--- src/rtl/clk_period_monitor_pkg.sv ---
// Shared types and helpers for the clock period monitor.
// State encoding, default counter width and the distance helper.
package clk_period_monitor_pkg;

  typedef enum logic [1:0] {
    IDLE      = 2'd0,
    WAIT_RISE = 2'd1,
    HIGH      = 2'd2,
    LOW       = 2'd3
  } state_t;

  localparam int unsigned CNT_W_DEF = 16;
  localparam int unsigned CNT_MAX   = (32'd1 << CNT_W_DEF) - 32'd1;

  // One extra bit keeps the signed difference free of wrap.
  function automatic logic [32:0] abs_diff(
    input logic [31:0] a,
    input logic [31:0] b
  );
    logic signed [32:0] d;
    d = $signed({1'b0, a}) - $signed({1'b0, b});
    return (d < 0) ? 33'(-d) : 33'(d);
  endfunction

endpackage

--- src/rtl/clk_period_monitor_if.sv ---
// Control and result bundle of the clock period monitor.
// master drives enable and the monitored net; slave reports.
interface clk_period_monitor_if #(
  parameter int unsigned CNT_W = 16
);

  logic             en;
  logic             sig_in;
  logic             meas_valid;
  logic [CNT_W-1:0] period_out;
  logic [CNT_W-1:0] high_out;
  logic             period_err;
  logic             stall_err;

  modport master (
    output en,
    output sig_in,
    input  meas_valid,
    input  period_out,
    input  high_out,
    input  period_err,
    input  stall_err
  );

  modport slave (
    input  en,
    input  sig_in,
    output meas_valid,
    output period_out,
    output high_out,
    output period_err,
    output stall_err
  );

endinterface

--- src/rtl/sync_edge_det.sv ---
// Multi-flop synchronizer followed by a delay flop for edge detect.
// Every edge sees the same latency, so it cancels in measurements.
module sync_edge_det #(
  parameter int unsigned SYNC_STAGES = 2
) (
  input  logic clk,
  input  logic rst,
  input  logic d,
  output logic level,
  output logic rise,
  output logic fall
);

  logic [SYNC_STAGES-1:0] r_sync;
  logic                   r_prev;

  always_ff @(posedge clk) begin
    if (rst) begin
      r_sync <= '0;
      r_prev <= 1'b0;
    end else begin
      r_sync <= {r_sync[SYNC_STAGES-2:0], d};
      r_prev <= r_sync[SYNC_STAGES-1];
    end
  end

  assign level = r_sync[SYNC_STAGES-1];
  assign rise  = level & ~r_prev;
  assign fall  = ~level & r_prev;

endmodule

--- src/rtl/clk_period_monitor.sv ---
// Measures high time and period of a foreign clock in local cycles,
// flags out-of-tolerance periods and stalled inputs.
module clk_period_monitor
  import clk_period_monitor_pkg::*;
#(
  parameter int unsigned CNT_W       = CNT_W_DEF,
  parameter int unsigned EXP_PERIOD  = 10,
  parameter int unsigned EXP_HIGH    = 5,
  parameter int unsigned TOL         = 1,
  parameter int unsigned TIMEOUT     = 1023,
  parameter int unsigned SYNC_STAGES = 2
) (
  input logic                clk,
  input logic                rst,
  clk_period_monitor_if.slave bus
);

  localparam logic [CNT_W-1:0] L_CNT_MAX =
    (CNT_W == CNT_W_DEF) ? CNT_W'(CNT_MAX) : '1;
  localparam logic [CNT_W-1:0] L_TO_M1 = CNT_W'(TIMEOUT - 1);

  state_t           r_state;
  state_t           w_state_nx;
  logic [CNT_W-1:0] r_cnt;
  logic [CNT_W-1:0] r_high_q;
  logic [CNT_W-1:0] r_period;
  logic [CNT_W-1:0] r_high;
  logic             r_meas_valid;
  logic             r_period_err;
  logic             r_stall_err;

  logic w_level;
  logic w_rise;
  logic w_fall;
  logic w_to;
  logic w_stall;
  logic w_report;
  logic w_hcap;
  logic w_cnt_clr;
  logic w_cnt_load;
  logic w_perr;

  sync_edge_det #(
    .SYNC_STAGES(SYNC_STAGES)
  ) u_sync (
    .clk   (clk),
    .rst   (rst),
    .d     (bus.sig_in),
    .level (w_level),
    .rise  (w_rise),
    .fall  (w_fall)
  );

  // Stall fires on the cycle the counter would reach TIMEOUT.
  assign w_to = (r_cnt == L_TO_M1);

  assign w_perr =
    (abs_diff(32'(r_cnt), 32'(EXP_PERIOD)) > 33'(TOL)) ||
    (abs_diff(32'(r_high_q), 32'(EXP_HIGH)) > 33'(TOL));

  always_ff @(posedge clk) begin
    if (rst) r_state <= IDLE;
    else     r_state <= w_state_nx;
  end

  always_comb begin
    w_state_nx = r_state;
    w_stall    = 1'b0;
    w_report   = 1'b0;
    w_hcap     = 1'b0;
    w_cnt_clr  = 1'b0;
    w_cnt_load = 1'b0;
    if (!bus.en) begin
      w_state_nx = IDLE;
      w_cnt_clr  = 1'b1;
    end else begin
      unique case (r_state)
        IDLE: begin
          w_state_nx = WAIT_RISE;
          w_cnt_clr  = 1'b1;
        end
        WAIT_RISE: begin
          if (w_rise) begin
            w_state_nx = HIGH;
            w_cnt_load = 1'b1;
          end else if (w_to) begin
            w_stall   = 1'b1;
            w_cnt_clr = 1'b1;
          end
        end
        HIGH: begin
          // A rise here means a missed fall: restart quietly.
          if (w_rise) begin
            w_cnt_load = 1'b1;
          end else if (w_to) begin
            w_stall    = 1'b1;
            w_cnt_clr  = 1'b1;
            w_state_nx = WAIT_RISE;
          end else if (w_fall && !w_level) begin
            w_hcap     = 1'b1;
            w_state_nx = LOW;
          end
        end
        LOW: begin
          if (w_rise) begin
            w_report   = 1'b1;
            w_cnt_load = 1'b1;
            w_state_nx = HIGH;
          end else if (w_to) begin
            w_stall    = 1'b1;
            w_cnt_clr  = 1'b1;
            w_state_nx = WAIT_RISE;
          end
        end
        default: w_state_nx = IDLE;
      endcase
    end
  end

  always_ff @(posedge clk) begin
    if (rst)                    r_cnt <= '0;
    else if (w_cnt_clr)         r_cnt <= '0;
    else if (w_cnt_load)        r_cnt <= CNT_W'(1);
    else if (r_cnt != L_CNT_MAX) r_cnt <= r_cnt + CNT_W'(1);
  end

  always_ff @(posedge clk) begin
    if (rst) begin
      r_high_q     <= '0;
      r_period     <= '0;
      r_high       <= '0;
      r_meas_valid <= 1'b0;
      r_period_err <= 1'b0;
    end else begin
      r_meas_valid <= w_report;
      if (w_hcap) r_high_q <= r_cnt;
      if (w_report) begin
        r_period     <= r_cnt;
        r_high       <= r_high_q;
        r_period_err <= w_perr;
      end
    end
  end

  always_ff @(posedge clk) begin
    if (rst)                     r_stall_err <= 1'b0;
    else if (!bus.en || w_rise)  r_stall_err <= 1'b0;
    else if (w_stall)            r_stall_err <= 1'b1;
  end

  assign bus.meas_valid = r_meas_valid;
  assign bus.period_out = r_period;
  assign bus.high_out   = r_high;
  assign bus.period_err = r_period_err;
  assign bus.stall_err  = r_stall_err;

endmodule

--- src/flat_wrapper.sv ---
// flat-port wrapper written by rule: the top's interface ports become plain ports
module clk_period_monitor_flat import clk_period_monitor_pkg::*;
#(
  parameter int unsigned CNT_W       = CNT_W_DEF,
  parameter int unsigned EXP_PERIOD  = 10,
  parameter int unsigned EXP_HIGH    = 5,
  parameter int unsigned TOL         = 1,
  parameter int unsigned TIMEOUT     = 1023,
  parameter int unsigned SYNC_STAGES = 2
)
  (clk, rst, bus_en, bus_sig_in, bus_meas_valid, bus_period_out, bus_high_out, bus_period_err, bus_stall_err);
  clk_period_monitor_if #(.CNT_W(CNT_W)) bus_i ();
  input logic clk;
  input logic rst;
  input wire logic [$bits(bus_i.en)-1:0] bus_en;
  input wire logic [$bits(bus_i.sig_in)-1:0] bus_sig_in;
  output wire logic [$bits(bus_i.meas_valid)-1:0] bus_meas_valid;
  output wire logic [$bits(bus_i.period_out)-1:0] bus_period_out;
  output wire logic [$bits(bus_i.high_out)-1:0] bus_high_out;
  output wire logic [$bits(bus_i.period_err)-1:0] bus_period_err;
  output wire logic [$bits(bus_i.stall_err)-1:0] bus_stall_err;
  assign bus_i.en = bus_en;
  assign bus_i.sig_in = bus_sig_in;
  assign bus_meas_valid = bus_i.meas_valid;
  assign bus_period_out = bus_i.period_out;
  assign bus_high_out = bus_i.high_out;
  assign bus_period_err = bus_i.period_err;
  assign bus_stall_err = bus_i.stall_err;
  clk_period_monitor #(.CNT_W(CNT_W), .EXP_PERIOD(EXP_PERIOD), .EXP_HIGH(EXP_HIGH), .TOL(TOL), .TIMEOUT(TIMEOUT), .SYNC_STAGES(SYNC_STAGES)) u_core (.clk(clk), .rst(rst), .bus(bus_i));
endmodule
--- config.mk ---
export PLATFORM = sky130hd
export DESIGN_NAME = clk_period_monitor_flat
export DESIGN_NICKNAME = d
export VERILOG_FILES = /design/src/rtl/clk_period_monitor_pkg.sv /design/src/rtl/clk_period_monitor_if.sv /design/src/rtl/sync_edge_det.sv /design/src/rtl/clk_period_monitor.sv /design/src/flat_wrapper.sv
export SDC_FILE = /design/constraint.sdc
export NUM_CORES = 1
export LEC_CHECK = 0
export BUFFER_PORTS_ARGS = -buffer_cell sky130_fd_sc_hd__buf_2
export CORE_MARGIN = 2
export CORE_UTILIZATION = 44
export CTS_CLUSTER_SIZE = 10
export DETAILED_ROUTE_END_ITERATION = 7
export GPL_TIMING_DRIVEN = 0
export PLACE_DENSITY = 0.65
export SYNTH_ARGS = -nofsm -noshare
export SYNTH_HDL_FRONTEND = slang
export SYNTH_SLANG_ARGS = --single-unit
--- constraint.sdc ---
create_clock -name clk -period 2.3 [get_ports clk]
set_input_delay 0.23 -clock clk [delete_from_list [all_inputs] [get_ports clk]]
set_output_delay 0.23 -clock clk [all_outputs]
set_load 0.005 [all_outputs]
==> reports/results.ini <==
[timing]
setup_viol = 0
tightest_slew_ns = 0.508
fin_crit_sh = 0.962
finalMaxSlewViolations = 0
relSlewSlack = 0.660
clock_skew_ns = 0.0112
final.min_clock_period_ns = 2.21
setup_ws_ns = 0.0884
rsz0062_at_grt = true
final-hold-violation-count = 0
holdWs_ns = 0.0884
max_freq_mhz = 452
setup_tns_ns = 0

[setup_path]
path_max_fanout = 9
cp.required_ns = 2.54
startpoint = u_core.r_cnt[7]
worstSetupPathType = reg2reg
r2r-start = u_core.r_cnt[7]
crit_chain = clkbuf_4, nand4_1, or4_4, or4_4, buf_6, nand4_1, xor2_1, nor2_1
worst_setup_path_start_kind = register
crit_arrival_ns = 2.45
cp-end-kind = register
critPathBufInv = 2
worst_path_largest_cell_delay_ns = 0.50
critPathTopFamily = simple AND/OR/NAND/NOR gates
slowest_stage = or4_4

[floorplanning]
dieWidth_um = 94.3
die_height_um = 94.3
dieArea_um2 = 8900
fp.coreArea_um2 = 7810
ios = 39
rows = 32
start_util = 0.460

[placement]
numPlacedInstances = 582
io_buffers = 37
pre_cts_slack_ns = -0.214
post_dp_cell_area_um2 = 3900
hpwl_um = 6380
gp_congestion = 0.925

[finish]
drive_above_1_share = 0.202
n_antenna_cell = 0
nNetsFinal = 502
layoutNonFillerInstCount = 598
postLayoutCellArea_um2 = 4190
area_delta_synth_final_pct = 16.8
post-route-util = 0.537

[yosys]
synthTopCellsByArea = dfxtp_1 (40%), nand2_1 (8.2%), a21oi_1 (6.0%), mux2i_1 (4.7%), nor2_1 (4.5%)
synth_area_per_cell_um2 = 8.10
synth_edf_count = 0
syn_nets = 454
netlist_instances = 443
ys_seq_area_frac = 0.402
ys_seq_elements = 72
synthFlopType = dfxtp_1
ys_types = 53
synth_area_um2 = 3590
yosys_warnings = 0
synthArstFlopShare = 0
synth_top_area_frac = 0.402
yosysTopAreaCell = dfxtp_1

[hold_path]
min-delay-start = bus_sig_in
worstHoldPathType = in2reg

[route]
drt_pass1_iterations = 5
vias_per_cell = 5.40
drtIter0Drc = 119
routedWlPerCell_um = 14.7
detailroute.via_count = 3232
ant_nets = 0
finalWirelength_um = 8760
drc = 0

[global_route]
globalRouteOverflowTotal = 0
grt_max_degree = 14
grt_pass1_wl_um = 14400
grtUsageTotal = 0.209
antenna_found_initial = 0
grt_pass1_vias = 3051

[run_status]
status = completed

[job]
drv_cap = 0

[power]
ir_drop_v = 0.000327
powerDensity_nw_per_um2 = 549
finalPower_mw = 2.30
leakage_nw = 1.53

[cts]
clock_latency_ns = 0.35
cts_tree = done
clkTransAtPathRegs_ns = 0.08
clockRootBuffer = clkbuf_8
cts_buffers = 9
cts_hold_buf = 0
clock_path_buffers = 2
cts.sinks = 72
cts_max_level = 3

## synth_stat cells, drive strengths merged (9+ instances only)
master and n:
mux2i 17, clkbuf 21, nor2 44, xnor2 16, dfxtp 72, nand4 14
buf 17, a21oi 43, inv 11, nor2b 9, nand2 78, nor3 10
nor4 11
## worst paths after layout
check                                  to  slack, ns  cells after the start
hold / removal    u_core.u_sync.r_sync[0]       0.09                      2
hold reg to reg    u_core.bus.high_out[8]       0.45                      2
setup reg to reg          u_core.r_cnt[4]       0.09                      8
setup / recovery          u_core.r_cnt[4]       0.09                      8
## metal layers
metal | track usage | share of wire
met1 | 0.260 | 0.45
met2 | 0.348 | 0.48
met3 | 0.0329 | 0.040
met4 | 0.111 | 0.031
met5 | 0 | 0
## cell families (layout without fill, tap and decap cells)
group                    Yosys count  in the layout  share of synthesized area
AND/OR/NAND/NOR                  203            203                      0.286
AO/OA/AOI/OAI                     73             73                      0.121
flip-flops                        72             72                      0.402
buffers and inverters             49            102                     0.0648
XOR/XNOR                          21             21                     0.0512
multiplexers                      18             18                     0.0505
adder cells (fa/ha/maj)            7              7                     0.0244
## worst register-to-register path: cells and delay by family (launching register included)
kind	cells	cell delay (ns)
xor+xnor	1	0.15
simple gates	5	1.29
flops	1	0.31
buf+inv	2	0.35
## flip-flops by register name, summed over array words and instances, names as in the netlist
signal and flops:
u_core.bus.high_out 16, u_core.bus.period_out 16, u_core.r_cnt 16, u_core.r_high_q 16, u_core.r_state 2, u_core.u_sync.r_sync 2, u_core.bus.meas_valid 1, u_core.bus.period_err 1
u_core.bus.stall_err 1, u_core.u_sync.r_prev 1
## layout make-up
cell class,count,area [um2]
plain buffers,34,194
clock buffers,10,128
clock inverters,6,68.8
fillers,778,3620
inverters,11,41.3
multi-input cells,322,1970
flip-flops and latches,72,1450
well taps,102,128
repair buffers,41,215
## power breakdown
group / leakage (nW) / internal [mW] / switching (mW)
clock: 0.0968 / 0.507 / 0.504
combinational: 0.851 / 0.0113 / 0.0272
sequential: 0.582 / 1.25 / 0.00286
total: 1.53 / 1.77 / 0.534
## placed cells by master, fill, tap and decap left out, types with 6 or more instances in the layout
cell type  instances
nand4_1           13
nor2_1            43
xnor2_1           16
clkbuf_8           9
buf_4             11
nor4_1             6
nand2_1           78
a21oi_1           43
nor2b_1            9
nor3_1            10
o21ai_0            8
inv_1             10
dfxtp_1           69
buf_2             42
mux2i_1           17
clkbuf_1          17
nand3_1            6
## timing repair
action	4_1_cts	5_1_grt
setup endpoints to repair	11	22
buffers inserted	0	4
cloned	0	0
gates resized for setup	7	19
pin swaps	0	6
Note: power is estimated with default switching activity, not from simulation.
